**config.mk**
```make
export PLATFORM = sky130hd
export DESIGN_NAME = pipelined_cla_adder
export DESIGN_NICKNAME = d
export VERILOG_FILES = /design/src/rtl/cla_pkg.sv /design/src/rtl/cla_group.sv /design/src/rtl/pipelined_cla_adder.sv
export SDC_FILE = /design/constraint.sdc
export NUM_CORES = 1
export LEC_CHECK = 0
export BUFFER_PORTS_ARGS = -buffer_cell sky130_fd_sc_hd__buf_2
export CAP_MARGIN = 30
export CORE_MARGIN = 2
export CORE_UTILIZATION = 53
export DETAILED_ROUTE_END_ITERATION = 12
export GPL_ROUTABILITY_DRIVEN = 0
export PLACE_DENSITY = 0.78
export SYNTH_ARGS = -nofsm -noshare
export SYNTH_HDL_FRONTEND = slang
export SYNTH_SLANG_ARGS = --single-unit
```
**constraint.sdc**
```tcl
create_clock -name clk -period 3.7 [get_ports clk]
set_clock_uncertainty 0.1 [all_clocks]
set_input_delay 0.555 -clock clk [delete_from_list [all_inputs] [get_ports clk]]
set_output_delay 0.555 -clock clk [all_outputs]
set_load 0.1 [all_outputs]
```
**src/rtl/cla_pkg.sv**
```systemverilog
// Shared helpers for carry-look-ahead adder variants.
// Provides the derived group counts and elaboration-time legality checks
// for WIDTH/GROUP/STAGES combinations. No ports.
package cla_pkg;

    // Number of GROUP-bit look-ahead groups across the operand.
    function automatic int unsigned calc_ngroups(input int unsigned width,
                                                 input int unsigned group);
        return (group == 0) ? 0 : width / group;
    endfunction

    // Groups per pipeline stage.
    function automatic int unsigned calc_gps(input int unsigned width,
                                             input int unsigned group,
                                             input int unsigned stages);
        return (stages == 0) ? 0 : calc_ngroups(width, group) / stages;
    endfunction

    function automatic bit width_legal(input int unsigned width, input int unsigned group);
        return (group != 0) && (width != 0) && (width % group == 0);
    endfunction

    function automatic bit stages_legal(input int unsigned width,
                                        input int unsigned group,
                                        input int unsigned stages);
        int unsigned ng;
        ng = calc_ngroups(width, group);
        return (stages >= 1) && (stages <= ng) && (ng % stages == 0);
    endfunction

endpackage

```
**src/rtl/cla_group.sv**
```systemverilog
// GROUP-bit combinational carry-look-ahead group.
// Ports:
//   a, b  - group operand slices
//   c     - carry into the group
//   sum   - group sum slice
//   gg    - group generate (carry out independent of c)
//   gp    - group propagate (carry in passes through)
//   cout  - carry out of the group MSB
module cla_group #(
    parameter int unsigned GROUP = 4
) (
    input  logic [GROUP-1:0] a,
    input  logic [GROUP-1:0] b,
    input  logic             c,
    output logic [GROUP-1:0] sum,
    output logic             gg,
    output logic             gp,
    output logic             cout
);

    logic [GROUP-1:0] g;
    logic [GROUP-1:0] p;
    logic [GROUP-1:0] carry;
    logic             prod;
    logic             acc;

    // Every bit carry is a flat sum of products of g/p and c, so there is no
    // bit-to-bit ripple inside the group.
    always_comb begin
        g     = a & b;
        p     = a ^ b;
        carry = '0;
        prod  = 1'b0;
        acc   = 1'b0;
        gg    = 1'b0;
        for (int i = 0; i < GROUP; i++) begin
            prod = c;
            for (int j = 0; j < i; j++) prod = prod & p[j];
            acc = prod;
            for (int j = 0; j < i; j++) begin
                prod = g[j];
                for (int k = j + 1; k < i; k++) prod = prod & p[k];
                acc = acc | prod;
            end
            carry[i] = acc;
        end
        for (int j = 0; j < GROUP; j++) begin
            prod = g[j];
            for (int k = j + 1; k < GROUP; k++) prod = prod & p[k];
            gg = gg | prod;
        end
        gp   = &p;
        cout = gg | (gp & c);
        sum  = p ^ carry;
    end

endmodule

```
**src/rtl/pipelined_cla_adder.sv**
```systemverilog
// Pipelined carry-look-ahead adder/subtractor with valid/ready handshakes.
// Ports:
//   clk, rst_n           - clock, asynchronous active-low reset
//   in_valid / in_ready  - operand handshake (in_ready = global enable)
//   a, b, cin, sub       - operands; sub=1 computes a-b and ignores cin
//   out_valid / out_ready- result handshake
//   sum, cout, ovf, zero - result and flags from the last stage registers
module pipelined_cla_adder
    import cla_pkg::*;
#(
    parameter int unsigned WIDTH  = 32,
    parameter int unsigned GROUP  = 4,
    parameter int unsigned STAGES = 2
) (
    input  logic             clk,
    input  logic             rst_n,
    input  logic             in_valid,
    output logic             in_ready,
    input  logic [WIDTH-1:0] a,
    input  logic [WIDTH-1:0] b,
    input  logic             cin,
    input  logic             sub,
    output logic             out_valid,
    input  logic             out_ready,
    output logic [WIDTH-1:0] sum,
    output logic             cout,
    output logic             ovf,
    output logic             zero
);

    localparam int unsigned NGROUPS = calc_ngroups(WIDTH, GROUP);
    localparam int unsigned GPS     = calc_gps(WIDTH, GROUP, STAGES);
    localparam int unsigned SBITS   = GPS * GROUP;
    localparam int unsigned LAST    = STAGES - 1;

    if (!width_legal(WIDTH, GROUP) || !stages_legal(WIDTH, GROUP, STAGES)) begin : g_bad_params
        $error("pipelined_cla_adder: illegal WIDTH/GROUP/STAGES combination");
    end

    logic             en;
    logic [STAGES-1:0] valid_q, valid_src;
    logic [STAGES-1:0] carry_q, carry_d, c_src;
    logic [WIDTH-1:0]  a_q   [STAGES];
    logic [WIDTH-1:0]  b_q   [STAGES];
    logic [WIDTH-1:0]  sum_q [STAGES];
    logic [WIDTH-1:0]  a_src [STAGES];
    logic [WIDTH-1:0]  b_src [STAGES];
    logic [WIDTH-1:0]  sum_d [STAGES];
    logic [WIDTH-1:0]  grp_sum;
    logic              ovf_q, ovf_d;

    // Single global enable: the whole pipe holds while a result waits.
    assign en       = !out_valid || out_ready;
    assign in_ready = en;

    // Per-stage sources: stage 0 sees the preprocessed inputs, later stages
    // see the registers of the stage before.
    for (genvar s = 0; s < STAGES; s++) begin : g_stage
        localparam logic [WIDTH-1:0] MASK = WIDTH'({SBITS{1'b1}}) << (s * SBITS);
        if (s == 0) begin : g_first
            assign valid_src[s] = in_valid;
            assign a_src[s]     = a;
            assign b_src[s]     = sub ? ~b : b;
            assign c_src[s]     = sub | cin;
            assign sum_d[s]     = grp_sum & MASK;
        end else begin : g_later
            assign valid_src[s] = valid_q[s-1];
            assign a_src[s]     = a_q[s-1];
            assign b_src[s]     = b_q[s-1];
            assign c_src[s]     = carry_q[s-1];
            // Keep the lower sum bits finished by earlier stages.
            assign sum_d[s]     = (sum_q[s-1] & ~MASK) | (grp_sum & MASK);
        end
    end

    // Groups: within a stage, group carries are chained through GG/GP.
    for (genvar g = 0; g < NGROUPS; g++) begin : g_grp
        localparam int unsigned S  = g / GPS;
        localparam int unsigned LO = g * GROUP;
        logic c_in, c_out, gg, gp;
        // Group cout equals the GG/GP chain value; the chain is used instead.
        logic unused_cout;

        if (g % GPS == 0) begin : g_head
            assign c_in = c_src[S];
        end else begin : g_chain
            assign c_in = g_grp[g-1].c_out;
        end
        assign c_out = gg | (gp & c_in);

        cla_group #(
            .GROUP(GROUP)
        ) u_grp (
            .a   (a_src[S][LO +: GROUP]),
            .b   (b_src[S][LO +: GROUP]),
            .c   (c_in),
            .sum (grp_sum[LO +: GROUP]),
            .gg  (gg),
            .gp  (gp),
            .cout(unused_cout)
        );

        if (g % GPS == GPS - 1) begin : g_tail
            assign carry_d[S] = c_out;
        end
    end

    // Overflow: carry into the MSB (recovered from p ^ sum) xor carry out.
    assign ovf_d = a_src[LAST][WIDTH-1] ^ b_src[LAST][WIDTH-1] ^ grp_sum[WIDTH-1]
                   ^ carry_d[LAST];

    always_ff @(posedge clk or negedge rst_n) begin
        if (!rst_n) begin
            valid_q <= '0;
            carry_q <= '0;
            ovf_q   <= 1'b0;
            for (int s = 0; s < STAGES; s++) begin
                a_q[s]   <= '0;
                b_q[s]   <= '0;
                sum_q[s] <= '0;
            end
        end else if (en) begin
            valid_q <= valid_src;
            carry_q <= carry_d;
            ovf_q   <= ovf_d;
            for (int s = 0; s < STAGES; s++) begin
                a_q[s]   <= a_src[s];
                b_q[s]   <= b_src[s];
                sum_q[s] <= sum_d[s];
            end
        end
    end

    assign out_valid = valid_q[LAST];
    assign sum       = sum_q[LAST];
    assign cout      = carry_q[LAST];
    assign ovf       = ovf_q;
    // Gated by valid so the flag reads 0 while empty/reset.
    assign zero      = valid_q[LAST] & ~|sum_q[LAST];

endmodule

```
==> metrics.log <==
[metrics] area of the die: 9930 sq um
[metrics] diode insertion count for antenna repair: 0
[metrics] vias in the first global route: just under 4000
[metrics] worst hold path class: input pin to asynchronous set/reset pin
[metrics] overall power: 0.00425 W
[metrics] Max Transition Viols Final: 0
[metrics] peak ir drop on the vdd network: ~0.62 mV
[metrics] max_slew headroom: 37.1%
[metrics] Placeable Area: 8810 sq um
[metrics] Die Span Y: between 90 and 100 um
[metrics] # IOs: roughly 110
[metrics] clock latency on the worst-skew pair: roughly 350 ps
[metrics] maximum clock insertion buffer count: 2
[metrics] Iter 0 DRT Violations: between 100 and 150
[metrics] cells along the critical path: buf_2, xor2_1, ha_1, o21a_1, o21a_1, o21a_1, o21ai_2, o211a_4, o21ai_0, ha_1, o21a_1, o21a_1, nor2_1, xor2_1, o21ai_0
[metrics] setup violators final: 0
[metrics] fraction of synthesized cell area taken by the top area cell type: approximately 44%
[metrics] Syn Area/Cell: between 9 and 10 sq um
[metrics] estimated wirelength of the detail-placed design: 8200 um
[metrics] DRT antenna net count: 0
[metrics] Critical Path Max Stage Delay: 290 ps
[metrics] register share of total power: about a third
[metrics] count of hold-fix buffers inserted at cts: 0
[metrics] Clk network pwr share: 15.5%
[metrics] vias post-DR: 3918
[metrics] wire length of the first global-routing pass: approximately 18000 um
[metrics] post-detailed-route DRC marker count: 0
[metrics] Critical Path AT: roughly 3300 ps
[metrics] largest fanout of any net on the critical path: 10
[metrics] total buffers and inverters traversed by the critical path: 1
[metrics] number of rows in the core area: 34
[metrics] clock-pin slew of the registers on the worst-case setup and hold paths: around 90 ps
[metrics] Sink Count: 85
[metrics] Worst EP required: between 3000 and 4000 ps
[metrics] count of mapped cells out of synthesis: 526
[metrics] post-DR wirelength/cell: approximately 15 um
[metrics] achievable frequency: roughly 0.32 GHz
[metrics] top cell family by delay on the critical path: compound AO/OA/AOI/OAI gates
[metrics] Nets: roughly 740
[metrics] top cells by area in the synthesized netlist: sky130_fd_sc_hd__dfrtp_1 44%, sky130_fd_sc_hd__nand2_1 11%, sky130_fd_sc_hd__ha_1 10%
[metrics] maximum level of the CTS H-tree: 3
[metrics] switching part of the total power: 53.2%
[metrics] commonest cells in the synthesized netlist: 147 x sky130_fd_sc_hd__nand2_1, 85 x sky130_fd_sc_hd__dfrtp_1, 40 x sky130_fd_sc_hd__ha_1
[metrics] number of post-CTS setup repair buffers: 0
[metrics] leftover overflow at the end of global routing: 0
[metrics] number of synthesis warnings: 0
[metrics] period utilization: 85.2%
[metrics] clock tree from TritonCTS: yes
[metrics] static power due to leakage: 2.86 nW
[metrics] Hold Violations, Final: 0
[metrics] DIE WIDTH: approximately 100 um
[metrics] number of nets in the synthesized netlist: about 640
[metrics] cell area power density: about 750 nW/um^2
[metrics] number of enable-type register cells in the synthesized netlist: 0
[metrics] starting utilization of the core area: about 55%
[metrics] share of layout cells above drive strength 1: a little over a fifth
[metrics] Async S/R FF share, synth: 100%
[metrics] number of antenna violations at the first check in global routing: 0
[metrics] CP endpoint kind: register
[metrics] fillers: 768
[metrics] Detailed Route WL: 10700 um
[metrics] status: completed
[metrics] Synth Flop Type: sky130_fd_sc_hd__dfrtp_1
[metrics] Final min period: 3150 ps
[metrics] Sequential cell area: 2130 sq um
[metrics] area growth from synthesis to final layout: 17.2%
[metrics] Resized cells post-CTS: 0
[metrics] cell taking the most area after synthesis: sky130_fd_sc_hd__dfrtp_1
[metrics] most repeated cell in the gate-level netlist after synthesis: sky130_fd_sc_hd__nand2_1
[metrics] Synth Register Bits: 85
[metrics] relative contribution of combinational cells to total power: 51.6%
[metrics] Int Pwr: between 0.0015 and 0.002 W
[metrics] CP startpoint kind: input pin
[metrics] Via-to-Cell Ratio: 5.31
[metrics] Synth cell types: 33
[metrics] first-pass iteration count of the detailed router: 5
[metrics] reported net switching power: about 0.0023 W
[metrics] clock root cell: sky130_fd_sc_hd__clkbuf_8
[metrics] category of the critical setup timing path: input pin to register
[metrics] area of the multi-input gates: ~2600 sq um
[metrics] measured slew at the worst slew-check pin: about 940 ps
[metrics] number of input and output port buffers inserted: 106
[metrics] setup repair after global routing missed its margin: no
[metrics] cell area after synthesis: just under 5000 sq um
[metrics] GRT Resource Usage Total: roughly 23%
[metrics] total CTS buffers: 9
[metrics] max-capacitance violation count: 0
[metrics] pin count of the biggest net entering global routing: between 100 and 150
[metrics] fraction of the yosys area taken by sequential cells: between 40% and 50%
[metrics] Final TNS setup: 0 ps
[metrics] slowest cell on the critical path: sky130_fd_sc_hd__ha_1
[metrics] most frequent cell on the critical path: sky130_fd_sc_hd__o21a_1
## per-layer routing
layer  global-route usage (%)  wire [um]  vias to the layer above  share of wire (%)
met5                        0          0                        -                  0
met4                     7.06        236                        0                2.2
met2                     39.1       5430                       93                 51
met3                     4.36        427                       22                4.0
met1                     28.9       4610                     1860                 43
li1                         -          -                     1943                  -
## worst register-to-register path, cell delays in order (launching register included)
cell                       delay, ps
sky130_fd_sc_hd__dfrtp_1         390
sky130_fd_sc_hd__ha_1            310
sky130_fd_sc_hd__a21oi_1         160
sky130_fd_sc_hd__o21ai_0         140
sky130_fd_sc_hd__o31ai_1         460
sky130_fd_sc_hd__nand2b_1        200
sky130_fd_sc_hd__nand2b_1        110
sky130_fd_sc_hd__nand2b_1        100
sky130_fd_sc_hd__ha_1            190
sky130_fd_sc_hd__o21a_1          180
sky130_fd_sc_hd__o21a_1          190
sky130_fd_sc_hd__nor2_1          180
sky130_fd_sc_hd__xor2_1          190
sky130_fd_sc_hd__a21oi_1          90
## final timing paths
check / start / depth (start not counted) / end / slack, ps
min in group clk: a[28] / 3 / a_q[60] / 300
min: rst_n / 1 / sum_q[36] / 30
min reg2reg: sum_q[38] / 2 / sum[6] / 380
max: sub / 15 / sum_q[47] / 550
max in group asynchronous: rst_n / 2 / b_q[58] / 2850
max reg2reg: a_q[48] / 13 / sum[31] / 570
## power by group through the flow
stage                     clock [W]  combinational, W  sequential (W)
after floorplan                   0          0.000665         0.00248
after global placement            0           0.00216         0.00140
after detailed placement          0           0.00219         0.00142
after CTS                  0.000669           0.00220         0.00140
after global routing       0.000704           0.00233         0.00143
final                      0.000659           0.00219         0.00140
## per-stage QoR
step	setup WS (ps)	std cells	hold WS (ps)	instance area [sq um]	utilization [%]
floorplan	431	526	159	4850	-
global placement	404	721	344	5460	62.0
detailed placement	214	722	358	5480	62.3
CTS	579	738	33.8	5680	64.5
global route	307	738	46.5	5680	64.5
finish	547	738	28.2	5680	64.5
## sequential cells by signal, summed over array words and instances, names as in the netlist
name	count
valid_q	2
sum_q	16
b_q	16
carry_q	2
ovf	1
sum	32
a_q	16
## kinds of logic (layout without fill, tap and decap cells)
logic type | after synthesis | after routing | synth area share, %
XOR/XNOR | 49 | 49 | 8.85
AO/OA/AOI/OAI | 94 | 94 | 12.3
flip-flops | 85 | 85 | 43.9
AND/OR/NAND/NOR | 211 | 211 | 18.0
buffers and inverters | 39 | 143 | 3.33
adder cells (fa/ha/maj) | 48 | 48 | 13.6
## layout make-up
| type | count | area share, % |
|---|---|---|
| clock buffers | 9 | 2.18 |
| multi-input cells | 402 | 45.2 |
| repair buffers | 111 | 10.4 |
| well taps | 108 | 2.38 |
| flip-flops and latches | 85 | 37.4 |
| inverters | 16 | 1.06 |
| clock inverters | 7 | 1.32 |
## layout by cell type, fill, tap and decap left out, drive strengths merged, types with 2 or more instances in the layout
master / n
nand2: 147
buf: 111
dfrtp: 85
ha: 40
o21ai: 35
xor2: 31
nor2: 29
o21a: 20
a21oi: 19
xnor2: 18
inv: 17
nor3: 10
o31ai: 9
clkbuf: 9
fa: 8
nand4: 7
a21o: 6
nor4: 6
nand2b: 5
clkinv: 3
or3: 2
clkinvlp: 2
nor2b: 2
(Power assumes the default switching activity.)
